--- src/rtl/conv_layer_ctrl_if.sv ---
// Bus bundle between conv_layer_ctrl and its weight memory, activation memory,
// convolver and output memory.
//
// Strobe semantics: w_rd_en / act_rd_en are single-cycle read strobes with no
// back-pressure; the memory returns w_rd_data / act_rd_data on the cycle after
// the strobe. out_wr_en is a single-cycle write strobe qualifying out_addr and
// out_wr_data on the same cycle. valid_conv qualifies conv_op on its own cycle
// and is only honoured while conv_ce is high.
interface conv_layer_ctrl_if #(
    parameter int K   = 3,
    parameter int AW  = 16,
    parameter int WAW = 8
);
    logic              w_rd_en;
    logic [WAW-1:0]    w_addr;
    logic [15:0]       w_rd_data;
    logic              act_rd_en;
    logic [AW-1:0]     act_addr;
    logic [15:0]       act_rd_data;
    logic [K*K*16-1:0] weight1;
    logic              conv_rst;
    logic              conv_ce;
    logic [15:0]       activation;
    logic [32:0]       conv_op;
    logic              valid_conv;
    logic              out_wr_en;
    logic [AW-1:0]     out_addr;
    logic [32:0]       out_wr_data;

    modport master (
        output w_rd_en, w_addr, act_rd_en, act_addr, weight1, conv_rst, conv_ce,
               activation, out_wr_en, out_addr, out_wr_data,
        input  w_rd_data, act_rd_data, conv_op, valid_conv
    );

    modport slave (
        input  w_rd_en, w_addr, act_rd_en, act_addr, weight1, conv_rst, conv_ce,
               activation, out_wr_en, out_addr, out_wr_data,
        output w_rd_data, act_rd_data, conv_op, valid_conv
    );
endinterface

--- src/rtl/conv_layer_ctrl.sv ---
// Sequencer for one convolver: per start pulse it loads the K*K weights,
// clears the convolver, streams the N*N activation map, drains the pipeline
// and writes every valid result to output memory before pulsing done.
module conv_layer_ctrl #(
    parameter int N         = 10,
    parameter int K         = 3,
    parameter int S         = 1,
    parameter int AW        = 16,
    parameter int WAW       = 8,
    parameter int DRAIN_MAX = 64
) (
    input  logic       clk,
    input  logic       global_rst_n,
    input  logic       start,
    input  logic       abort,
    output logic       busy,
    output logic       done,
    output logic       error,
    output logic [2:0] dbg_state,
    conv_layer_ctrl_if.master bus
);
    localparam int          OUT_DIM   = (N - K) / S + 1;
    localparam logic [31:0] OUT_TOTAL = 32'(OUT_DIM * OUT_DIM);
    localparam logic [31:0] KK        = 32'(K * K);
    localparam logic [31:0] NN_LAST   = 32'(N * N - 1);
    localparam logic [31:0] DRAIN_END = 32'(DRAIN_MAX - 1);

    typedef enum logic [2:0] {IDLE, LOAD_W, CLR, STREAM, DRAIN, DONE} state_t;

    state_t      state, state_nxt;
    logic [31:0] w_cnt, act_cnt, out_cnt, drain_cnt;
    logic        ce_q;        // an activation read was issued last cycle
    logic        conv_rst_q;  // convolver clear following reset or abort
    logic        set_error;
    logic        abort_take;
    logic        capture;

    assign abort_take = abort && (state != IDLE);
    assign capture    = bus.valid_conv && bus.conv_ce && (out_cnt < OUT_TOTAL);

    assign busy          = (state != IDLE);
    assign done          = (state == DONE);
    assign dbg_state     = state;
    assign bus.w_rd_en   = (state == LOAD_W) && (w_cnt < KK);
    assign bus.w_addr    = bus.w_rd_en ? w_cnt[WAW-1:0] : '0;
    assign bus.act_rd_en = (state == STREAM);
    assign bus.act_addr  = bus.act_rd_en ? act_cnt[AW-1:0] : '0;
    assign bus.conv_rst  = conv_rst_q || (state == CLR);
    // Streaming ce follows the read by one cycle so data and ce line up;
    // during drain ce stays high and the convolver is fed zeros.
    assign bus.conv_ce    = ce_q || (state == DRAIN);
    assign bus.activation = ce_q ? bus.act_rd_data : 16'd0;

    // Next-state selection; abort overrides every other transition.
    always_comb begin
        state_nxt = state;
        set_error = 1'b0;
        case (state)
            IDLE:   if (start && !abort) state_nxt = LOAD_W;
            LOAD_W: if (w_cnt == KK) state_nxt = CLR;
            CLR:    state_nxt = STREAM;
            STREAM: if (act_cnt == NN_LAST) state_nxt = DRAIN;
            DRAIN: begin
                if (out_cnt == OUT_TOTAL) begin
                    state_nxt = DONE;
                end else if (drain_cnt == DRAIN_END) begin
                    state_nxt = DONE;
                    set_error = 1'b1;
                end
            end
            DONE:    state_nxt = IDLE;
            default: state_nxt = IDLE;
        endcase
        if (abort_take) begin
            state_nxt = IDLE;
            set_error = 1'b0;
        end
    end

    // State register, pass counters and the sticky error flag.
    always_ff @(posedge clk or negedge global_rst_n) begin
        if (!global_rst_n) begin
            state      <= IDLE;
            w_cnt      <= '0;
            act_cnt    <= '0;
            out_cnt    <= '0;
            drain_cnt  <= '0;
            ce_q       <= 1'b0;
            conv_rst_q <= 1'b1;
            error      <= 1'b0;
        end else begin
            state      <= state_nxt;
            conv_rst_q <= abort_take;
            ce_q       <= bus.act_rd_en && !abort_take;
            if (set_error) begin
                error <= 1'b1;
            end else if (state == IDLE && start && !abort) begin
                error <= 1'b0;
            end
            if (state == IDLE) begin
                w_cnt     <= '0;
                act_cnt   <= '0;
                out_cnt   <= '0;
                drain_cnt <= '0;
            end else begin
                if (state == LOAD_W) w_cnt <= w_cnt + 32'd1;
                if (state == STREAM) act_cnt <= act_cnt + 32'd1;
                if (state == DRAIN) drain_cnt <= drain_cnt + 32'd1;
                if (capture) out_cnt <= out_cnt + 32'd1;
            end
        end
    end

    // Weight slot j is filled on the cycle after its read (w_cnt == j+1).
    always_ff @(posedge clk or negedge global_rst_n) begin
        if (!global_rst_n) begin
            bus.weight1 <= '0;
        end else if (state == LOAD_W) begin
            for (int i = 0; i < K * K; i++) begin
                if (w_cnt == 32'(i + 1)) bus.weight1[16*i +: 16] <= bus.w_rd_data;
            end
        end
    end

    // Output write one cycle after capture; an abort cancels the pending write.
    always_ff @(posedge clk or negedge global_rst_n) begin
        if (!global_rst_n) begin
            bus.out_wr_en   <= 1'b0;
            bus.out_addr    <= '0;
            bus.out_wr_data <= '0;
        end else begin
            bus.out_wr_en <= capture && !abort_take;
            if (capture) begin
                bus.out_addr    <= out_cnt[AW-1:0];
                bus.out_wr_data <= bus.conv_op;
            end
        end
    end
endmodule
--- src/flat_wrapper.sv ---
// flat-port wrapper written by rule: the top's interface ports become plain ports
module conv_layer_ctrl_flat 
#(
    parameter int N         = 10,
    parameter int K         = 3,
    parameter int S         = 1,
    parameter int AW        = 16,
    parameter int WAW       = 8,
    parameter int DRAIN_MAX = 64
)
  (clk, global_rst_n, start, abort, busy, done, error, dbg_state, bus_w_rd_en, bus_w_addr, bus_act_rd_en, bus_act_addr, bus_weight1, bus_conv_rst, bus_conv_ce, bus_activation, bus_out_wr_en, bus_out_addr, bus_out_wr_data, bus_w_rd_data, bus_act_rd_data, bus_conv_op, bus_valid_conv);
  conv_layer_ctrl_if #(.K(K), .AW(AW), .WAW(WAW)) bus_i ();
  input  logic clk;
  input  logic global_rst_n;
  input  logic start;
  input  logic abort;
  output logic busy;
  output logic done;
  output logic error;
  output logic [2:0] dbg_state;
  output wire logic [$bits(bus_i.w_rd_en)-1:0] bus_w_rd_en;
  output wire logic [$bits(bus_i.w_addr)-1:0] bus_w_addr;
  output wire logic [$bits(bus_i.act_rd_en)-1:0] bus_act_rd_en;
  output wire logic [$bits(bus_i.act_addr)-1:0] bus_act_addr;
  output wire logic [$bits(bus_i.weight1)-1:0] bus_weight1;
  output wire logic [$bits(bus_i.conv_rst)-1:0] bus_conv_rst;
  output wire logic [$bits(bus_i.conv_ce)-1:0] bus_conv_ce;
  output wire logic [$bits(bus_i.activation)-1:0] bus_activation;
  output wire logic [$bits(bus_i.out_wr_en)-1:0] bus_out_wr_en;
  output wire logic [$bits(bus_i.out_addr)-1:0] bus_out_addr;
  output wire logic [$bits(bus_i.out_wr_data)-1:0] bus_out_wr_data;
  input wire logic [$bits(bus_i.w_rd_data)-1:0] bus_w_rd_data;
  input wire logic [$bits(bus_i.act_rd_data)-1:0] bus_act_rd_data;
  input wire logic [$bits(bus_i.conv_op)-1:0] bus_conv_op;
  input wire logic [$bits(bus_i.valid_conv)-1:0] bus_valid_conv;
  assign bus_w_rd_en = bus_i.w_rd_en;
  assign bus_w_addr = bus_i.w_addr;
  assign bus_act_rd_en = bus_i.act_rd_en;
  assign bus_act_addr = bus_i.act_addr;
  assign bus_weight1 = bus_i.weight1;
  assign bus_conv_rst = bus_i.conv_rst;
  assign bus_conv_ce = bus_i.conv_ce;
  assign bus_activation = bus_i.activation;
  assign bus_out_wr_en = bus_i.out_wr_en;
  assign bus_out_addr = bus_i.out_addr;
  assign bus_out_wr_data = bus_i.out_wr_data;
  assign bus_i.w_rd_data = bus_w_rd_data;
  assign bus_i.act_rd_data = bus_act_rd_data;
  assign bus_i.conv_op = bus_conv_op;
  assign bus_i.valid_conv = bus_valid_conv;
  conv_layer_ctrl #(.N(N), .K(K), .S(S), .AW(AW), .WAW(WAW), .DRAIN_MAX(DRAIN_MAX)) u_core (.clk(clk), .global_rst_n(global_rst_n), .start(start), .abort(abort), .busy(busy), .done(done), .error(error), .dbg_state(dbg_state), .bus(bus_i));
endmodule
--- config.mk ---
export PLATFORM = sky130hd
export DESIGN_NAME = conv_layer_ctrl_flat
export DESIGN_NICKNAME = d
export VERILOG_FILES = /design/src/rtl/conv_layer_ctrl_if.sv /design/src/rtl/conv_layer_ctrl.sv /design/src/flat_wrapper.sv
export SDC_FILE = /design/constraint.sdc
export NUM_CORES = 1
export LEC_CHECK = 0
export CORE_ASPECT_RATIO = 1.75
export CORE_UTILIZATION = 51
export DETAILED_ROUTE_END_ITERATION = 12
export GPL_TIMING_DRIVEN = 0
export PLACE_DENSITY = 0.91
export SYNTH_ARGS = -nofsm -noshare
export SYNTH_HDL_FRONTEND = slang
export SYNTH_SLANG_ARGS = --single-unit
--- constraint.sdc ---
create_clock -name clk -period 2.4 [get_ports clk]
set_input_delay 0.24 -clock clk [delete_from_list [all_inputs] [get_ports clk]]
set_output_delay 0.24 -clock clk [all_outputs]
set_load 0.1 [all_outputs]
==> impl_metrics.sql, run 1 <==
INSERT INTO impl_metrics (metric_group, metric, value, unit) VALUES
('power_and_ir_drop', 'totalPowerFinal', '23900', 'uW'),
('critical_path', 'path_common_cell', 'inv_1', ''),
('synth', 'netlist_top_cells_count', '327 x dfrtp_1, 133 x mux2_2, 98 x nor2_1', ''),
('critical_path', 'cp_slowest_cell', 'dfrtp_1', ''),
('power_and_ir_drop', 'cell_internal_power', '12220', 'uW'),
('synth', 'synth-edff-count', '0', ''),
('synth', 'synthMostInstantiatedCell', 'dfrtp_1', ''),
('timing', 'report.final.setup_viol', '5', ''),
('floorplan', 'num_rows', '81', ''),
('placed_design', 'finalWeightedCongestion', '0.8714', ''),
('timing', 'timing.final.max_slew_violations', '0', ''),
('floorplan', 'core_area', '0.02787', 'mm^2'),
('cells_and_area', 'n_antenna_cell', '0', ''),
('grt', 'global_route.peak_usage_layer', 'met2', ''),
('cts', 'cts.sink_count', '328', ''),
('timing', 'timing.final.crit_period', '2.521', 'ns'),
('critical_path', 'critical_path_peak_fanout', '7', ''),
('critical_path', 'critPathLaunchType', 'register', ''),
('cells_and_area', 'drive_gt1_frac', '0.2691', ''),
('floorplan', 'fp.dieArea', '0.02901', 'mm^2'),
('cts', 'clk_pin_slew_worst_paths', '0.07', 'ns'),
('drt', 'via_count', '10970', ''),
('grt', 'number_of_global_route_vias_before_repair', '11580', ''),
('drt', 'detailedRoute.firstIterationViolations', '663', ''),
('placed_design', 'hpwl', '27550', 'um'),
('cells_and_area', 'nFillCells', '1807', ''),
('critical_path', 'critical_path.cell_chain', 'inv_1 > ha_1 > inv_1 > o21ai_0 > and3_4 > buf_12', ''),
('power_and_ir_drop', 'combinationalPowerShare', '0.499', ''),
('grt', 'grt_pass1_wl', '62920', 'um'),
('power_and_ir_drop', 'power.clock.fraction', '0.206', ''),
('synth', 'synth.lib_cells_used.distinct', '58', ''),
('synth', 'synth_top_area_share', '0.5669', ''),
('cells_and_area', 'area_growth', '36.51', '%'),
('run', 'max_cap_viol_count', '0', ''),
('timing', 'post_route_worst_setup_slack', '-0.1212', 'ns'),
('timing', 'fin_hold_ws', '0.2739', 'ns'),
('timing', 'worst_clock_skew', '0.02290', 'ns'),
('floorplan', 'chipHeight', '224.6', 'um'),
('synth', 'synthesis.area', '0.01443', 'mm^2'),
('timing', 'min_period_over_period', '1.050', ''),
('cells_and_area', 'area.sequential', '0.008228', 'mm^2'),
('drt', 'route.antenna.remaining_nets', '0', ''),
('timing', 'worst_pin_slew', '1.072', 'ns'),
('power_and_ir_drop', 'cellPowerDensity', '1213', 'mW/mm^2'),
('timing', 'final_hold_viol_count', '0', ''),
('timing', 'slew_headroom', '0.2840', ''),
('drt', 'route.detailed.vias_per_inst', '5.682', ''),
('synth', 'synth-async-reset-ratio', '1.000', ''),
('power_and_ir_drop', 'seq_power_share', '0.295', ''),
('floorplan', 'starting_density_of_the_core', '0.5179', ''),
('critical_path', 'required', '2.16', 'ns'),
('grt', 'grt.overflow.total', '0', ''),
('grt', 'grt_use_total', '0.2782', ''),
('synth', 'synthFlopType', 'dfrtp_1', ''),
('synth', 'synth_seq_cells', '328', ''),
('timing', 'timing.setup.tns', '-0.3985', 'ns'),
('timing', 'rsz_0062_raised_after_global_routing', 'true', ''),
('outcome', 'run_status', 'complete, but fails checks', ''),
('cells_and_area', 'num-nets-final', '1611', ''),
('min_path', 'min-delay-path-class', 'in2async', ''),
('drt', 'postRouteWirelength', '40510', 'um'),
('cells_and_area', 'area_of_the_multi_input_gates', '0.006021', 'mm^2'),
('grt', 'globalRouteMet1Util', '0.2929', ''),
('drt', 'drt-pass1-iter-count', '5', ''),
('placed_design', 'preCtsSetupSlack', '-0.8724', 'ns'),
('cts', 'clk-insertion-delay-late', '0.58', 'ns'),
('cts', 'clock-root-buffer', 'clkbuf_16', ''),
('outcome', 'violations_in_the_final_reports', 'setup timing', ''),
('cts', 'max-clock-path-buffers', '3', ''),
('grt', 'grt.met3_usage', '0.06446', ''),
('floorplan', 'ioPinCount', '314', '');
[sequential cells by signal, indices dropped and copies added (netlist names)]
register and cells:
u_core.ce_q 1, u_core.dbg_state 3, u_core.bus.out_addr 16, u_core.out_cnt 32, u_core.bus.out_wr_data 33, u_core.w_cnt 32
u_core.act_cnt 32, u_core.conv_rst_q 1, u_core.drain_cnt 32, u_core.bus.weight1 144, u_core.error 1, u_core.bus.out_wr_en 1
[layout by cell type, fill, tap and decap left out, types with 6 or more instances in the layout]
cell / synthesis / routed
or3_1: 15 / 15
buf_6: 6 / 13
and2_4: 1 / 12
dfrtp_2: 0 / 6
ha_1: 8 / 8
xor2_1: 34 / 34
o21ai_0: 21 / 21
and3_1: 20 / 17
clkdlybuf4s50_1: 0 / 254
nor3_1: 28 / 25
mux2_2: 133 / 133
a21oi_1: 18 / 18
buf_2: 10 / 18
nor4_2: 4 / 8
nor2_2: 0 / 6
nor4_1: 35 / 27
clkinv_2: 0 / 7
clkbuf_2: 1 / 6
and4_1: 8 / 8
dlygate4sd2_1: 0 / 10
clkbuf_1: 23 / 21
inv_1: 27 / 23
and2_1: 59 / 48
nand3_1: 41 / 39
mux2_4: 50 / 50
clkbuf_8: 0 / 7
nor2_1: 98 / 91
dlymetal6s2s_1: 0 / 8
dfrtp_1: 327 / 318
nor4_4: 3 / 7
clkbuf_16: 0 / 30
nand2_1: 37 / 37
xnor2_1: 43 / 43
buf_4: 13 / 45
buf_12: 1 / 16
nor2b_1: 15 / 15
nand4_1: 31 / 31
[layer usage]
layer  vias to the layer above  share of wire
li1                       4771              -
met1                      5454           0.34
met2                       584           0.53
met3                       158          0.082
met4                         0          0.053
met5                         -              0
[cell type report]
| type | instances | share of cell area |
|---|---|---|
| Inverter | 27 | 0.005588 |
| Sequential cell | 328 | 0.4176 |
| Clock buffer | 40 | 0.04255 |
| Timing Repair Buffer | 345 | 0.1767 |
| Clock inverter | 16 | 0.009208 |
| Tap cell | 373 | 0.02369 |
| Buffer | 52 | 0.01918 |
| Multi-Input combinational cell | 749 | 0.3056 |
[through the flow]
| step | std cells | cell area [um^2] |
|---|---|---|
| 4_1_cts | 1920 | 19570 |
| 2_1_floorplan | 1159 | 14550 |
| 3_3_place_gp | 1841 | 18110 |
| 6_report | 1930 | 19700 |
| 3_5_place_dp | 1843 | 18170 |
| 5_1_grt | 1930 | 19700 |
[critical path, delay by kind of cell (launching register included)]
family	cells	cell delay, ns
AOI/OAI and AO/OA	1	0.39
adders and majority gates	1	0.20
buffers and inverters	3	0.35
and+or+nand+nor	1	0.30
DFF	1	0.45
[cells by family after synthesis]
| group | Yosys count | synth area share |
|---|---|---|
| AND/OR/NAND/NOR | 421 | 0.1678 |
| buffers and inverters | 82 | 0.02991 |
| XOR/XNOR | 77 | 0.04672 |
| other | 1 | 0.0002598 |
| flip-flops | 328 | 0.5687 |
| AO/OA/AOI/OAI | 53 | 0.02167 |
| multiplexers | 186 | 0.1579 |
| adder cells (fa/ha/maj) | 8 | 0.006935 |
[path summary, 6_finish.rpt]
path	startpoint	endpoint	slack, ns	cells past startpoint
setup / recovery	u_core.w_cnt[0]	bus_w_addr[0]	-0.12	6
hold / removal	global_rst_n	u_core.bus.weight1[111]	0.27	2
setup reg to reg	u_core.out_cnt[29]	u_core.out_cnt[3]	0.04	5
hold reg to reg	u_core.out_cnt[19]	u_core.out_cnt[19]	0.48	1
max in group asynchronous	global_rst_n	u_core.dbg_state[1]	1.05	3
min in group clk	bus_conv_op[3]	u_core.bus.out_wr_data[3]	0.27	2
[repair_timing]
item                                   4_1_cts  5_1_grt
endpoints found under the hold margin       83        0
gates resized for setup                    269       54
hold buffers                                 1        0
setup buffers                               23       10
setup endpoints to repair                  195      186
pin swaps                                   11        4
[power by group through the flow]
| stage | Sequential [uW] | Clock (uW) | Combinational (uW) |
|---|---|---|---|
| global route | 7130 | 5220 | 12300 |
| CTS | 7020 | 5010 | 11800 |
| finish | 7050 | 4930 | 11900 |
| global placement | 7020 | 0 | 11300 |
| floorplan | 13100 | 0 | 2510 |
| detailed placement | 7080 | 0 | 11400 |
Note: power is estimated with default switching activity, not from simulation.
==> run 2: changes to the inputs <==
--- a/config.mk
+++ b/config.mk
@@ -5,6 +5,7 @@
 export SDC_FILE = /design/constraint.sdc
 export NUM_CORES = 1
 export LEC_CHECK = 0
+export CAP_MARGIN = 10
 export CORE_ASPECT_RATIO = 1.75
 export CORE_UTILIZATION = 51
 export DETAILED_ROUTE_END_ITERATION = 12
==> results of run 2 <==
Final layout, timing and power as in run 1 (identical DEF).
